File: config.mk
export PLATFORM = sky130hd
export DESIGN_NAME = mem_sram_ctrl
export DESIGN_NICKNAME = d
export VERILOG_FILES = /design/src/rtl/mem_sram_pkg.sv /design/src/rtl/sram_read_cache.sv /design/src/rtl/mem_sram_ctrl.sv
export SDC_FILE = /design/constraint.sdc
export NUM_CORES = 1
export LEC_CHECK = 0
export ABC_AREA = 1
export CAP_MARGIN = 0
export CORE_MARGIN = 8
export CORE_UTILIZATION = 49
export DETAILED_ROUTE_END_ITERATION = 10
export PLACE_DENSITY_LB_ADDON = 0.1
export SLEW_MARGIN = 20
export SYNTH_ARGS = -nofsm -noshare
export SYNTH_HDL_FRONTEND = slang
export SYNTH_SLANG_ARGS = --single-unit
export TNS_END_PERCENT = 10
File: constraint.sdc
create_clock -name clk -period 4 [get_ports clk]
set_clock_uncertainty 0.2 [all_clocks]
set_input_delay 0.4 -clock clk [delete_from_list [all_inputs] [get_ports clk]]
set_output_delay 0.4 -clock clk [all_outputs]
set_load 0.1 [all_outputs]
File: src/rtl/mem_sram_pkg.sv
// Shared definitions for the MEM-stage SRAM controller: FSM states and default geometry.
package mem_sram_pkg;

    localparam int unsigned DEF_BASE_ADDR = 1024;
    localparam int unsigned DEF_SRAM_AW   = 18;

    typedef enum logic [1:0] {
        IDLE = 2'd0,
        LO   = 2'd1,
        HI   = 2'd2,
        DONE = 2'd3
    } state_e;

endpackage

File: src/rtl/sram_read_cache.sv
// One-entry read cache (valid + word tag) used by mem_sram_ctrl when MEM_READ_CACHE_EN is defined.
// The cached data itself lives in the controller's Mem_read_value register.
module sram_read_cache #(
    parameter int unsigned TAG_W = 17
) (
    input  logic             clk,
    input  logic             rst,
    input  logic [TAG_W-1:0] lookupTag_i,
    input  logic [TAG_W-1:0] fillTag_i,
    input  logic             fill_i,
    output logic             hit_o,
    output logic             fillMatch_o
);

    logic             valid_q;
    logic [TAG_W-1:0] tag_q;

    always_ff @(posedge clk or negedge rst) begin
        if (!rst) begin
            valid_q <= 1'b0;
            tag_q   <= '0;
        end else if (fill_i) begin
            valid_q <= 1'b1;
            tag_q   <= fillTag_i;
        end
    end

    // fillMatch_o compares against the latched word of the access now completing.
    assign hit_o       = valid_q && (tag_q == lookupTag_i);
    assign fillMatch_o = valid_q && (tag_q == fillTag_i);

endmodule

File: src/rtl/mem_sram_ctrl.sv
// MEM-stage data-memory controller: each 32-bit access becomes two 16-bit SRAM half-word cycles.
// Optional one-entry read cache is enabled by defining MEM_READ_CACHE_EN.
module mem_sram_ctrl
    import mem_sram_pkg::*;
#(
    parameter int unsigned BASE_ADDR   = DEF_BASE_ADDR,
    parameter int unsigned SRAM_AW     = DEF_SRAM_AW,
    parameter int unsigned WAIT_CYCLES = 1
) (
    input  logic               clk,
    input  logic               rst,
    input  logic               MEM_R_EN,
    input  logic               MEM_W_EN,
    input  logic [31:0]        ALU_result,
    input  logic [31:0]        ST_val,
    output logic [31:0]        Mem_read_value,
    output logic               ready,
    output logic [SRAM_AW-1:0] sram_addr,
    output logic [15:0]        sram_dq_out,
    output logic               sram_dq_oe,
    input  logic [15:0]        sram_dq_in,
    output logic               sram_we_n
);

    localparam int unsigned WAW         = SRAM_AW - 1;
    localparam logic [3:0]  WAIT_RELOAD = 4'(WAIT_CYCLES - 1);

    state_e           state_q, state_d;
    logic [3:0]       cnt_q, cnt_d;
    logic [WAW-1:0]   wa_q, wa_d;
    logic [31:0]      stVal_q, stVal_d;
    logic             isWrite_q, isWrite_d;
    logic             half_q, half_d;
    logic [15:0]      loTmp_q, loTmp_d;
    logic [31:0]      rdata_q, rdata_d;

    logic             req;
    logic             lastCycle;
    logic             active;
    logic             hit;
    logic             wrHit;
    logic [31:0]      offset;
    logic [WAW-1:0]   waIn;
    logic             unusedOffsetBits;

    assign req              = MEM_R_EN | MEM_W_EN;
    assign offset           = ALU_result - 32'(BASE_ADDR);
    assign waIn             = offset[WAW+1:2];
    assign unusedOffsetBits = ^{offset[31:WAW+2], offset[1:0]};
    assign lastCycle        = (cnt_q == 4'd0);

`ifdef MEM_READ_CACHE_EN
    logic lookHit;
    logic fillMatch;

    sram_read_cache #(
        .TAG_W(WAW)
    ) uCache (
        .clk         (clk),
        .rst         (rst),
        .lookupTag_i (waIn),
        .fillTag_i   (wa_q),
        .fill_i      ((state_q == HI) && lastCycle && !isWrite_q),
        .hit_o       (lookHit),
        .fillMatch_o (fillMatch)
    );

    assign hit   = MEM_R_EN && !MEM_W_EN && (state_q == IDLE) && lookHit;
    assign wrHit = (state_q == HI) && lastCycle && isWrite_q && fillMatch;
`else
    assign hit   = 1'b0;
    assign wrHit = 1'b0;
`endif

    always_ff @(posedge clk or negedge rst) begin
        if (!rst) begin
            state_q   <= IDLE;
            cnt_q     <= 4'd0;
            wa_q      <= '0;
            stVal_q   <= 32'd0;
            isWrite_q <= 1'b0;
            half_q    <= 1'b0;
            loTmp_q   <= 16'd0;
            rdata_q   <= 32'd0;
        end else begin
            state_q   <= state_d;
            cnt_q     <= cnt_d;
            wa_q      <= wa_d;
            stVal_q   <= stVal_d;
            isWrite_q <= isWrite_d;
            half_q    <= half_d;
            loTmp_q   <= loTmp_d;
            rdata_q   <= rdata_d;
        end
    end

    // The high half is taken straight from the bus on the edge that enters DONE.
    always_comb begin
        state_d   = state_q;
        cnt_d     = cnt_q;
        wa_d      = wa_q;
        stVal_d   = stVal_q;
        isWrite_d = isWrite_q;
        half_d    = half_q;
        loTmp_d   = loTmp_q;
        rdata_d   = rdata_q;
        case (state_q)
            IDLE: begin
                if (req && !hit) begin
                    state_d   = LO;
                    cnt_d     = WAIT_RELOAD;
                    wa_d      = waIn;
                    stVal_d   = ST_val;
                    isWrite_d = MEM_W_EN;
                    half_d    = 1'b0;
                end
            end
            LO: begin
                if (lastCycle) begin
                    state_d = HI;
                    cnt_d   = WAIT_RELOAD;
                    half_d  = 1'b1;
                    if (!isWrite_q) loTmp_d = sram_dq_in;
                end else begin
                    cnt_d = cnt_q - 4'd1;
                end
            end
            HI: begin
                if (lastCycle) begin
                    state_d = DONE;
                    if (!isWrite_q) rdata_d = {sram_dq_in, loTmp_q};
                end else begin
                    cnt_d = cnt_q - 4'd1;
                end
            end
            DONE:    state_d = IDLE;
            default: state_d = IDLE;
        endcase
        if (wrHit) rdata_d = stVal_q;
    end

    assign active         = (state_q == LO) || (state_q == HI);
    assign sram_addr      = {wa_q, half_q};
    assign sram_dq_out    = half_q ? stVal_q[31:16] : stVal_q[15:0];
    assign sram_dq_oe     = active && isWrite_q;
    assign sram_we_n      = !(active && isWrite_q);
    assign ready          = !req || (state_q == DONE) || hit;
    assign Mem_read_value = rdata_q;

endmodule

==> key figures <==
Flow run
  – Max-cap viol count: 0

Synth
  – Top_reg_cell synth: dfrtp_1
  – Syn Area/Cell: 8.283 sq um
  – Post-synthesis async set-or-reset flop share: 100.0%
  – Distinct cell type count after synthesis: 23
  – Sequential cell area fraction in the yosys report: 57.36%
  – YS warnings: 0
  – Syn Nets: 645
  – Top-area cell type share of the netlist area: 57.36%
  – Synth Cell Area: 0.004581 sq mm
  – Syn Inst Count: 553
  – Dominant cell type by area after synthesis: dfrtp_1
  – Register bit total from synthesis: 105
  – EDFF count, synth: 0
  – Ranking of synthesized cells by area: dfrtp_1 (57%), nand2_1 (22%), o21ai_0 (4.0%), inv_1 (2.9%), nand3_1 (2.8%)

STA
  – Fin. max-slew vios: 0
  – Rel. slew slack: 32.12%
  – Setup TNS: 0 ns
  – Hold Violations, Final: 0
  – Slew @ Worst Pin: 1.015 ns
  – Final worst path period share: 76.79%
  – RSZ-0062 raised after global routing: false
  – Max frequency: 325.6 MHz
  – Worst setup margin: 0.9285 ns
  – Setup violators final: 0
  – Minimum clock period: 3.071 ns

Critical path
  – WS Path Type: register to primary output
  – WP data arrival: 2.47 ns
  – Crit end category: primary output
  – Critical-path maximum fanout: 4
  – Worst flop-to-flop path endpoint: Mem_read_value[21]$_DFFE_PN0P_
  – RR Startpoint: state_q[0]$_DFFE_PN0P_
  – Worst Path Required: 3.40 ns
  – R2r setup slk: 1.68 ns
  – Startpoint types: register
  – Worst Reg2Reg Path Length in Cells: 6

Die
  – Core Area: 0.009153 sq mm
  – Standard-cell rows: 35
  – I/O pin cnt: 153
  – Die X: 112.7 um
  – Die Span Y: 112.7 um
  – Die area: 0.01270 sq mm
  – Starting Density: 50.05%

Final layout
  – Final Core Density: 67.34%
  – Share of cells above drive strength 1: 7.558%
  – Nets@finish: 775
  – Non-Filler Instances: 799
  – Diodes inserted: 0
  – Area Overhead vs Synth: 34.55%
  – Number of fill cells in the layout: 794

Clocking
  – Clk pin slew, worst setup/hold paths: 0.10 ns
  – CTS tree: built
  – Htree depth: 3
  – Clk Latency, worst-skew pair: 0.35 ns
  – CTS root buffer: clkbuf_8
  – TritonCTS buffer count: 9
  – Clock sink count: 105
  – Longest Clk Path Bufs: 2

GRT
  – Initial antenna violation count: 0
  – Overflow after GRT: 0
  – First-pass GRT wire length: 18980 um
  – Largest net degree at the start of global routing: 68
  – Number of global-route vias before repair: 3924
  – Overall Global Routing Usage: 18.25%

Min path
  – Hold Path Class: register to register
  – Launch point of the worst hold path: stVal_q[19]$_DFFE_PN0P_
  – Hold-critical path depth: 2
  – Hold EP: stVal_q[19]$_DFFE_PN0P_

Detailed routing
  – DRC: 0
  – Final wirelength: 11260 um
  – DR iter-0 viols: 199
  – Final ANT Viol Nets: 0
  – Routed len/inst: 14.09 um
  – Vias: 3890
  – Avg Vias per Cell: 4.869
  – TritonRoute pass-1 iters: 4

Run status
  – Status: finished clean

Place
  – Number of buffers added on ports: 137
  – Dpl hpwl: 8164 um
  – Place WS: 1.325 ns
  – Placed Instances: 781
  – RD Place Congestion: 0.8047
critical path: stages, from the launching register on:
cell and delay, ns:
dfrtp_1 0.41, inv_1 0.10, ha_1 0.34, nand2_1 0.09, inv_1 0.06, clkdlybuf4s50_1 1.12
layer usage:
layer | global-route usage, % | share of wire, % | up-vias
li1 | - | - | 1967
met5 | 0 | 0 | -
met2 | 30.81 | 49 | 102
met3 | 5.046 | 7.9 | 11
met4 | 6.205 | 1.5 | 0
met1 | 21.93 | 41 | 1810
cells in the mapped netlist, types with 2 or more instances:
master	instances
buf_2	8
o21ai_0	37
buf_6	3
inv_2	3
o21ai_2	4
a31oi_1	3
nand3_1	26
nand2_1	271
nor2_1	19
dfrtp_1	105
a21oi_1	6
nor2_2	2
nand4_1	4
ha_1	8
buf_4	4
inv_1	35
clkbuf_1	9
state kept, by name, indices dropped and copies added (netlist names):
name	cells
Mem_read_value	32
cnt_q	4
half_q	1
isWrite_q	1
loTmp_q	16
stVal_q	32
state_q	2
wa_q	17
final cells by class:
class / count / area [sq um] / area share (%)
sequential: 105 / 2628 / 42.63
multi-input combinational: 385 / 1667 / 27.04
timing repair buffer: 143 / 1378 / 22.35
inverter: 39 / 148.9 / 2.416
clock buffer: 11 / 141.4 / 2.294
tap: 111 / 138.9 / 2.253
clock inverter: 5 / 62.56 / 1.015
logic make-up after synthesis:
| family | count (synthesis) | synth area share [%] |
|---|---|---|
| AO/OA/AOI/OAI | 51 | 6.037 |
| adder cells (fa/ha/maj) | 8 | 2.185 |
| buffers and inverters | 63 | 6.255 |
| flip-flops | 105 | 57.36 |
| AND/OR/NAND/NOR | 326 | 28.16 |
worst max-delay path by stage:
stage / start / end / cells past startpoint
2_1_floorplan: MEM_W_EN / ready / 1
3_3_place_gp: state_q[0]$_DFFE_PN0P_ / sram_dq_oe / 5
3_5_place_dp: state_q[0]$_DFFE_PN0P_ / sram_dq_oe / 5
4_1_cts: state_q[0]$_DFFE_PN0P_ / sram_dq_oe / 5
5_1_grt: state_q[1]$_DFFE_PN0P_ / sram_dq_oe / 5
6_report: state_q[0]$_DFFE_PN0P_ / sram_dq_oe / 5
what timing repair did:
item                       CTS  global route
hold endpoints to repair    65             0
buffers inserted             0             0
setup endpoints to repair    0             0
hold buffers                 1             0
gates resized for setup      0             0
placed cells by master, fill, tap and decap left out, drive strengths merged:
master / Yosys / final
clkbuf: 9 / 11
inv: 39 / 40
nand4: 4 / 4
a21oi: 6 / 6
clkdlybuf4s50: 0 / 119
or2: 1 / 1
clkinvlp: 0 / 2
a31oi: 3 / 3
nand3: 27 / 27
bufinv: 0 / 1
dlygate4sd3: 0 / 1
nand2: 272 / 272
buf: 15 / 23
dfrtp: 105 / 105
clkinv: 0 / 1
nor2: 22 / 22
o21bai: 1 / 1
o21ai: 41 / 41
ha: 8 / 8
per-stage QoR:
| step | hold WS (ns) | cell area, sq um |
|---|---|---|
| after floorplan | -0.09559 | 4581 |
| after CTS | 0.2820 | 6152 |
| after global placement | 0.2530 | 5938 |
| after detailed placement | 0.2584 | 5938 |
| after global routing | 0.2956 | 6163 |
| final | 0.2786 | 6163 |
Power is not shown: default switching activity piles up to over one toggle a cycle in this logic, so the estimate is an artifact.
==> variant: new RTL, same settings <==
Add a define of `MEM_READ_CACHE_EN`.
--- a/src/rtl/mem_sram_ctrl.sv
+++ b/src/rtl/mem_sram_ctrl.sv
@@ -1,5 +1,7 @@
 // MEM-stage data-memory controller: each 32-bit access becomes two 16-bit SRAM half-word cycles.
 // Optional one-entry read cache is enabled by defining MEM_READ_CACHE_EN.
+`define MEM_READ_CACHE_EN
+
 module mem_sram_ctrl
     import mem_sram_pkg::*;
 #(
Function: changed (a bounded check fails within 10 cycles, from zero or initial values and one cycle with rst low).
==> variant against the original RTL <==
Worst setup slack lost 370 ps. Utilization shrank 1.5 points. Synthesized cell count grew 33%. Register-to-register slack lost 630 ps. Sequential cell count grew 18. Area after synthesis grew 35%. Routed wire length grew 47%. Critical path depth grew 9. Final area grew 33%.
Power is not shown: default switching activity piles up to over one toggle a cycle in this logic, so the estimate is an artifact.
==> variant: results (changes against the original RTL) <==
First-pass DRT Iterations=5 (+1); Worst Path Max Fanout=22 (+18); CTS Buf Count=17 (+8); M1 GR Usage=0.2454 (+0.02613); clk buf depth=2 (unchanged); wire per inst=15.77 microns (+12%); post-DP HPWL=11300 microns (+38%); via count=5399 (+39%); Layout Nets=957 (+23%); endpoint arrival time on the critical path=2840 ps (+370 ps); clk_lat worst skew=420 ps (+70 ps); number of DRC markers in iteration 0=363 (+82%); highest metal used=met4; post-synthesis sequential area ratio=0.4984 (-0.07523); number of diodes=0 (unchanged); largest net degree at the start of global routing=84 (+24%); Hold Crit Class=reg2reg; Slew HR=0.3036 (-0.01763); synth warn=0 (unchanged); I/O Buffers=137 (unchanged); routability cong.=0.8718 (+8.3%); Post-synth ARST share=1.000 (unchanged); H-tree depth=4 (+1); commonest cells in the netlist=210 x nand2_1, 123 x dfrtp_1, 91 x inv_1; wl on met1=6844 microns (+47%); final-layout fill cell count=1028 (+29%); run status=complete, no violations; WL met3=1217 microns (+37%); GR Util All Layers=0.2079 (+0.02543); share of layout cells above drive strength 1=0.09215 (+0.01657); DR WL met2=8284 microns (+49%); initial antenna violation count=0 (unchanged); met3 usage=0.05740 (+0.006948); postcts setup bufs=0 (unchanged); global-route wire length before repair=26680 microns (+41%); syn nets=828 (+28%); top cells by area, synth=dfrtp_1 50%, nand2_1 13%, inv_1 5.5%; GR Layer Usage met2=0.3569 (+0.04879); post_cts resized=0 (unchanged); Worst-path clk slew=50 ps (-50 ps); root buf cell=clkbuf_16; Cell variety after synth=34 (+48%)
## variant: cells by family after synthesis
kind of cell    synth area share
xor+xnor                 0.01418
fa+ha+maj                0.01418
simple gates              0.2172
compound gates            0.1153
buf+inv                  0.08570
flops                     0.4984
mux                      0.05510
## variant: repair_timing
action	CTS	global route
hold buffers	1	0
endpoints found under the hold margin	61	0
endpoints found under the setup margin	0	0
## variant: final cells by class
cell class,count,area share
inverter,91,0.04162
timing repair buffer,143,0.1686
multi-input combinational,490,0.3133
clock inverter,14,0.02150
clock buffer,18,0.05351
sequential,123,0.3752
tap,172,0.02622
## variant: per-stage QoR
stage                     cell area (sq um)  instances  hold slack (ps)  setup WS, ps
after floorplan                        6176        737           -95.59         662.7
after global placement                 7580       1018            280.3         547.7
after detailed placement               7580       1018            280.1         493.8
after CTS                              8205       1051            294.1         569.4
after global routing                   8207       1051            307.2         222.5
final                                  8207       1051            293.8         555.7
## variant: critical path, cell delays in order
cell and delay [ps]:
clkdlybuf4s50_1 460, inv_1 200, ha_1 310, nand2_1 140, nor2_1 170, nand3_1 120, nand3_1 100, nand2_1 60
nor2_1 110, nand3_1 100, nand2_2 100, nand2_4 210, nand2_1 190, buf_12 190
## variant: final timing paths
kind	end	cells past startpoint	slack, ps	startpoint
max	ready	14	560	ALU_result[10]
min	stVal_q[19]	2	290	stVal_q[19]
max reg2reg	Mem_read_value[19]	11	1050	state_q[0]
min reg2reg	stVal_q[19]	2	290	stVal_q[19]
max in group asynchronous	Mem_read_value[19]	3	2200	rst
min in group asynchronous	Mem_read_value[11]	2	420	rst
